### config.mk
export PLATFORM = sky130hd
export DESIGN_NAME = uart_frame_sender
export DESIGN_NICKNAME = d
export VERILOG_FILES = /design/src/rtl/uart_frame_sender.sv
export SDC_FILE = /design/constraint.sdc
export NUM_CORES = 1
export LEC_CHECK = 0
export CAP_MARGIN = 0
export CORE_MARGIN = 2
export CORE_UTILIZATION = 60
export CTS_CLUSTER_SIZE = 12
export DETAILED_ROUTE_END_ITERATION = 16
export PLACE_DENSITY_LB_ADDON = 0.05
export REMOVE_ABC_BUFFERS = 1
export SETUP_SLACK_MARGIN = 0.5
export SLEW_MARGIN = 20
export SYNTH_ARGS = -nofsm -noshare
export SYNTH_HDL_FRONTEND = slang
export SYNTH_SLANG_ARGS = --single-unit
### constraint.sdc
create_clock -name Clk -period 12 [get_ports Clk]
set_clock_uncertainty 0.2 [all_clocks]
set_input_delay 1.2 -clock Clk [delete_from_list [all_inputs] [get_ports Clk]]
set_output_delay 1.2 -clock Clk [all_outputs]
set_load 0.005 [all_outputs]
### src/rtl/uart_frame_sender.sv
// Frame builder in front of the UART byte transmitter: wraps N buffer bytes as
// HDR0 HDR1 N[15:8] N[7:0] payload CHK, one byte per transmitter handshake.
module uart_frame_sender #(
    parameter int          ADDR_W = 10,
    parameter logic [7:0]  HDR0   = 8'hAA,
    parameter logic [7:0]  HDR1   = 8'h55
) (
    input  logic              Clk,
    input  logic              Rst,
    input  logic              Start,
    input  logic [15:0]       Length,
    output logic              Rd_En,
    output logic [ADDR_W-1:0] Rd_Addr,
    input  logic [7:0]        Rd_Data,
    output logic              Byte_En,
    output logic [7:0]        Data_Byte,
    input  logic              Tx_Done,
    output logic              Busy,
    output logic              Frame_Done
);

    typedef enum logic [2:0] {
        S_IDLE       = 3'd0,
        S_FETCH      = 3'd1,
        S_FETCH_WAIT = 3'd2,
        S_SEND       = 3'd3,
        S_WAIT_DONE  = 3'd4
    } state_t;

    state_t              state_q;
    logic [15:0]         len_q;
    logic [16:0]         pos_q;        // frame position of the byte currently in flight
    logic [ADDR_W-1:0]   addr_q;
    logic [7:0]          chk_q;
    logic [7:0]          data_q;
    logic                byte_en_q;
    logic                rd_en_q;
    logic                busy_q;
    logic                frame_done_q;

    logic [16:0]         next_pos_d;
    logic [16:0]         last_pos_d;
    logic                is_last_d;
    logic                is_payload_d;
    logic [7:0]          ctrl_byte_d;
    logic [7:0]          chk_add_d;

    // Classify the byte that follows the one in flight and prepare its value.
    always_comb begin
        next_pos_d   = pos_q + 17'd1;
        last_pos_d   = {1'b0, len_q} + 17'd4;
        is_last_d    = (pos_q == last_pos_d);
        is_payload_d = (next_pos_d >= 17'd4) && (next_pos_d < last_pos_d);
        case (next_pos_d)
            17'd1:   ctrl_byte_d = HDR1;
            17'd2:   ctrl_byte_d = len_q[15:8];
            17'd3:   ctrl_byte_d = len_q[7:0];
            default: ctrl_byte_d = chk_q;
        endcase
        if ((next_pos_d == 17'd2) || (next_pos_d == 17'd3)) begin
            chk_add_d = ctrl_byte_d;
        end else begin
            chk_add_d = 8'h00;
        end
    end

    // Frame sequencer; Data_Byte only changes after the matching Tx_Done.
    always_ff @(posedge Clk or posedge Rst) begin
        if (Rst) begin
            state_q      <= S_IDLE;
            len_q        <= 16'h0000;
            pos_q        <= 17'd0;
            addr_q       <= {ADDR_W{1'b0}};
            chk_q        <= 8'h00;
            data_q       <= 8'h00;
            byte_en_q    <= 1'b0;
            rd_en_q      <= 1'b0;
            busy_q       <= 1'b0;
            frame_done_q <= 1'b0;
        end else begin
            frame_done_q <= 1'b0;
            case (state_q)
                S_IDLE: begin
                    if (Start) begin
                        len_q     <= Length;
                        pos_q     <= 17'd0;
                        addr_q    <= {ADDR_W{1'b0}};
                        chk_q     <= 8'h00;
                        data_q    <= HDR0;
                        byte_en_q <= 1'b1;
                        busy_q    <= 1'b1;
                        state_q   <= S_SEND;
                    end
                end
                S_SEND: begin
                    byte_en_q <= 1'b0;
                    state_q   <= S_WAIT_DONE;
                end
                S_WAIT_DONE: begin
                    if (Tx_Done) begin
                        if (is_last_d) begin
                            busy_q       <= 1'b0;
                            frame_done_q <= 1'b1;
                            state_q      <= S_IDLE;
                        end else if (is_payload_d) begin
                            rd_en_q <= 1'b1;
                            pos_q   <= next_pos_d;
                            state_q <= S_FETCH;
                        end else begin
                            data_q    <= ctrl_byte_d;
                            chk_q     <= chk_q + chk_add_d;
                            byte_en_q <= 1'b1;
                            pos_q     <= next_pos_d;
                            state_q   <= S_SEND;
                        end
                    end
                end
                S_FETCH: begin
                    rd_en_q <= 1'b0;
                    state_q <= S_FETCH_WAIT;
                end
                S_FETCH_WAIT: begin
                    data_q    <= Rd_Data;
                    chk_q     <= chk_q + Rd_Data;
                    addr_q    <= addr_q + {{(ADDR_W-1){1'b0}}, 1'b1};
                    byte_en_q <= 1'b1;
                    state_q   <= S_SEND;
                end
                default: begin
                    state_q   <= S_IDLE;
                    byte_en_q <= 1'b0;
                    rd_en_q   <= 1'b0;
                    busy_q    <= 1'b0;
                end
            endcase
        end
    end

    assign Rd_En      = rd_en_q;
    assign Rd_Addr    = addr_q;
    assign Byte_En    = byte_en_q;
    assign Data_Byte  = data_q;
    assign Busy       = busy_q;
    assign Frame_Done = frame_done_q;

endmodule
Yosys cells after proc, flatten, opt, wreduce, memory -nomap -nowiden:

Cells that the tools add are included.

* add/subtract/negate cells: 5
* magnitude comparators: 2
* equality and inequality tests: 14
* multiplexer cells: 38
* bitwise gates (word level): 3
* reduce and logical (&&, ||, !) cells: 16

Operators with widths (count)
* $mux W8: 9
* $pmux W8 S3: 3
* $mux W17: 3
* $eq A17 B2 Y1 const B: 2
* $pmux W17 S2: 1
* $pmux W10 S2: 1
* $add A16 B3 Y17 const B: 1
* $add A17 B1 Y17 const B: 1
* $eq A17 B1 Y1 const B: 1
* $eq A17 B17 Y1: 1
* $ge A17 B3 Y1 const B: 1
* $lt A17 B17 Y1: 1
* $add A8 B8 Y8: 2
* $pmux W3 S5: 1
* $mux W1: 12
* $ne A2 B2 Y1 const B: 6
* $reduce_and A4 Y1: 3
* $add A10 B1 Y10 const B: 1
* $mux W10: 1
* $reduce_and A5 Y1: 2
* $eq A3 B2 Y1 const B: 2
* $mux W3: 2
* $reduce_and A2 Y1: 3
* $reduce_or A3 Y1: 2
* 12 further kinds: 16

* flip-flop bits (word level): 66
* output and inout port bits: 22
* logic and storage cells: 88

Logic depth before layout (Yosys ltp):

* depth in word-level cells: 9
* mapped depth: 21
* gate-level depth less buffers: 19

Worst setup path before layout:

Ideal clock, no wire load.

* kind: register to register
* start point: register pos_q[0]
* end point: register chk_q[7]
* data arrival time: 4313 ps
* required time: 11675 ps
* slack: 7362 ps
* cell stages (with the launch flop): 19
* buffers on the path: 1
* clock period less this slack: 4638 ps
* cells stage by stage: dfrtp_1 > ha_1 > nand2_1 > nor4_1 > mux2i_1 > a31oi_1 > nor3_1 > buf_2 > nand3_1 > o21ai_0 > ha_1 > a21o_1 > a211oi_1 > o21ai_0 > o211ai_1 > xor2_1 > xor2_1 > o211ai_1 > mux2_2

* longest elaborated chain between the ends: 9
* elaborated cells on any way between the ends: 19
* classes of those cells: add/sub: 2; order compare: 2; eq/ne: 6; mux: 6; reduce/logical: 3

RTL lines
* from (decl): RTL line 32 `logic [16:0] pos_q;`
* from (signal assigned): RTL line 107 `pos_q <= next_pos_d;`
* from (signal assigned): RTL line 113 `pos_q <= next_pos_d;`
* $add A17 B1 Y17: RTL line 50 `next_pos_d = pos_q + 17'd1;`
* $eq A17 B2 Y1 / $eq A17 B1 Y1 (equally long branches): RTL line 54, 60
* $pmux W8 S3 / $logic_or A1 B1 Y1 (equally long branches): RTL line 54, 60
* $mux W8: RTL line 60 `if ((next_pos_d == 17'd2) || (next_pos_d == 17'd3)) begin`
* $add A8 B8 Y8: RTL line 111 `chk_q <= chk_q + chk_add_d;`
* $mux W8: RTL line 105 `end else if (is_payload_d) begin`
* $mux W8: RTL line 101 `if (is_last_d) begin`
* $mux W8: RTL line 100 `if (Tx_Done) begin`
* $pmux W8 S3: RTL line 82 `case (state_q)`
* to (signal assigned): RTL line 111
* to (signal assigned): RTL line 124 `chk_q <= chk_q + Rd_Data;`
* to (decl): RTL line 34 `logic [7:0] chk_q;`

Parallel ways exist; a longest one is shown, timed or not. The select of a mux whose other input is x is not followed.
A chain may end at the register's enable or synchronous reset.

Final worst setup path:

Same ends and word-level chain as after synthesis.

==> results.sh <==
export IMPL_outcome="finished clean"
export IMPL_cts_root_buf="clkbuf_8"
export IMPL_syn_area_per_cell_um2=8.46
export IMPL_rows=34
export IMPL_first_pass_iters=5
export IMPL_cap_viol_max_count=0
export IMPL_critPathLaunchType="register"
export IMPL_finalCritPeriodShare=0.438
export IMPL_gp_congestion=1.06
export IMPL_vias_per_cell=6.46
export IMPL_grt_pass1_wl_um=24300
export IMPL_ys_ff_latch=66
export IMPL_slew_viol_final=0
export IMPL_vias=4887
export IMPL_post_cts_resized=0
export IMPL_die_h_um=98.2
export IMPL_clkSinkCount=66
export IMPL_antenna_cells=0
export IMPL_cts_tree="yes"
export IMPL_synthesis_yosys_warnings=0
export IMPL_critPathRequiredTime_ns=12.05
export IMPL_port_buffers=49
export IMPL_core_area_um2=8680
export IMPL_rsz0062_at_grt="no"
export IMPL_grtUsageTotal=0.317
export IMPL_ys_flop_type="dfrtp_1"
export IMPL_die_w_um=98.2
export IMPL_syn_inst=629
export IMPL_remaining_drc_errors=0
export IMPL_nets=702
export IMPL_final_hold_viol_count=0
export IMPL_cp_max_fo=11
export IMPL_use_met3=0.0866
export IMPL_netlist_area_um2=5320
export IMPL_postCtsHoldBufs=0
export IMPL_yosys_top_cells_area="dfrtp_1 31%, ha_1 7.1%, nand2_1 6.8%"
export IMPL_wl_per_cell_um=19.4
export IMPL_fin_tns_setup_ns=0
export IMPL_worst_pin_slew_ns=1.20
export IMPL_slew_headroom=0.194
export IMPL_crit_slowest_cell="nor4_1"
export IMPL_synth_top_area_cell="dfrtp_1"
export IMPL_drtIter0Drc=420
export IMPL_drive_gt1_frac=0.0895
export IMPL_fin_crit_ns=5.25
export IMPL_synth_top_area_frac=0.311
export IMPL_clk_latency_ns=0.36
export IMPL_power_uw=1230
export IMPL_cp_cell_sequence="ha_1 > nand2_1 > nor4_1 > mux2i_1 > a31oi_1 > nor3_1 > buf_4 > nand3_1 > o21ai_0 > ha_1 > a21o_1 > a211oi_1 > o21ai_0 > o211ai_1 > xor2_1 > xor2_1 > o211ai_1 > mux2_2"
export IMPL_synth_seq_area_share=0.311
export IMPL_dieArea_um2=9630
export IMPL_cts_buffers=9
export IMPL_crit_type="register to register"
export IMPL_start_util=0.613
export IMPL_grt_pass1_vias=4741
export IMPL_powerDensity_nw_per_um2=208
export IMPL_end_kind="register"
export IMPL_overflow=0
export IMPL_fillCellCount=761
export IMPL_path_clk_slew_ns=0.08
export IMPL_min_path_type="register to register"
export IMPL_cts_setup_buffers=0
export IMPL_area_growth_pct=11.8
export IMPL_cpPeakStageDelay_ns=0.90
export IMPL_clock_fmax_ghz=0.190
export IMPL_worst_ir_drop_vdd_mv=0.129
export IMPL_dp_hpwl_um=10600
export IMPL_async_flop_share=1.00
export IMPL_grt_use_met2=0.465
export IMPL_synth_edff_count=0
export IMPL_boundaryPins=50
export IMPL_postRouteAntennaNets=0
export IMPL_htree_levels=3
export IMPL_clk_path_buf_depth=2
export IMPL_worstPathArrival_ns=5.30
export IMPL_routed_wirelength_um=14700
export IMPL_yosysUniqueCellTypes=64
export IMPL_top_usage_layer="met2"
export IMPL_setup_viol=0
export IMPL_grt_util_met1=0.447
export IMPL_detailed_place_area_um2=5750
export IMPL_grt_start_max_net_pins=67
export IMPL_fin_area_um2=5950
export IMPL_p_leak_uw=0.00250
export IMPL_antenna_found_initial=0
sequential cells by signal (all words and copies together), names as in the netlist:
name,cells
Busy,1
Byte_En,1
Data_Byte,8
Frame_Done,1
Rd_Addr,10
Rd_En,1
chk_q,8
len_q,16
pos_q,17
state_q,3
path summary, 6_finish.rpt:
path,from,depth (start not counted),to,slack (ns)
max,pos_q[0],18,chk_q[7],6.75
min,Rd_Addr[9],1,Rd_Addr[9],0.30
max reg2reg,pos_q[0],18,chk_q[7],6.75
min reg2reg,Rd_Addr[9],1,Rd_Addr[9],0.30
max in group asynchronous,Rst,3,pos_q[0],9.82
min in group asynchronous,Rst,3,len_q[13],1.20
synth_stat cells, types with 3 or more instances:
cell type  count
nand3b_1       3
a211oi_1       3
a21o_1         6
a221oi_1       3
nand4_1       16
or3_1         10
and2_1         8
nor2b_1        8
xnor2_1       31
o21ai_2       10
a22o_1         5
clkbuf_1      33
o211ai_1       6
nor4_1         9
a221o_1        7
buf_2          8
dfrtp_1       66
a211o_1        4
buf_1          5
or2_2          3
nand2b_1       5
inv_1         17
mux2i_1        4
mux2_4        10
o21ai_0       59
o31ai_1        3
xor2_1        18
nand2_1       96
a21oi_1       17
ha_1          30
nor3_1        14
and3_1         5
mux2_2         7
o41ai_1        3
a2111oi_0      5
nand3_1       28
nor2_1        32
kinds of logic after synthesis:
logic type	Yosys count	synth area share
compound gates	148	0.192
xor+xnor	52	0.0936
fa+ha+maj	31	0.0743
buf+inv	66	0.0543
flops	66	0.311
mux	21	0.0506
simple gates	245	0.224
worst max-delay path, delay by kind of cell (launching register included):
kind	cells	cell delay, ns
and+or+nand+nor	4	1.40
buffers and inverters	1	0.21
AOI/OAI and AO/OA	7	1.21
DFF	1	0.52
adders and majority gates	2	0.61
xor gates and xnor gates	2	0.47
muxes	2	0.54
stage by stage:
| step | setup slack (ns) | hold slack [ns] | util | instances |
|---|---|---|---|---|
| after floorplan | 7.07 | 0.273 | - | 580 |
| after global placement | 6.96 | 0.277 | 0.662 | 740 |
| after detailed placement | 6.81 | 0.283 | 0.662 | 740 |
| after CTS | 6.77 | 0.305 | 0.685 | 756 |
| after global routing | 6.22 | 0.331 | 0.685 | 756 |
| final | 6.75 | 0.300 | 0.685 | 756 |
layout make-up:
| cell class | count | area [um^2] | area share |
|---|---|---|---|
| clock buffers | 10 | 128 | 0.0215 |
| clock inverters | 6 | 67.6 | 0.0114 |
| inverters | 17 | 63.8 | 0.0107 |
| multi-input cells | 497 | 3390 | 0.570 |
| flip-flops and latches | 66 | 1650 | 0.278 |
| well taps | 108 | 135 | 0.0227 |
| repair buffers | 52 | 513 | 0.0862 |
where the power goes:
| part | total (uW) | internal [uW] | switching [uW] |
|---|---|---|---|
| combinational | 637 | 284 | 353 |
| sequential | 403 | 286 | 117 |
| clock | 194 | 96.4 | 98.1 |
per-layer routing:
metal | wire, um | vias to the layer above
met5 | 0 | -
met4 | 401 | 0
met1 | 6340 | 2334
li1 | - | 2279
met2 | 6530 | 242
met3 | 1410 | 32
layout by cell type (no fill, tap or decap), drive strengths merged, types with 4 or more instances in the layout:
cell type,instances
nand2,96
o21ai,69
dfrtp,66
clkdlybuf4s50,49
nor2,32
xnor2,31
ha,30
nand3,29
xor2,18
a21oi,18
inv,17
mux2,17
nand4,16
nor3,14
or3,10
clkbuf,10
nor4,9
nor2b,8
and2,8
a221o,7
o211ai,6
a21o,6
and3,5
nand2b,5
a2111oi,5
a22o,5
a211o,4
mux2i,4
o31ai,4
No activity file was read; power rests on OpenSTA's default activity.
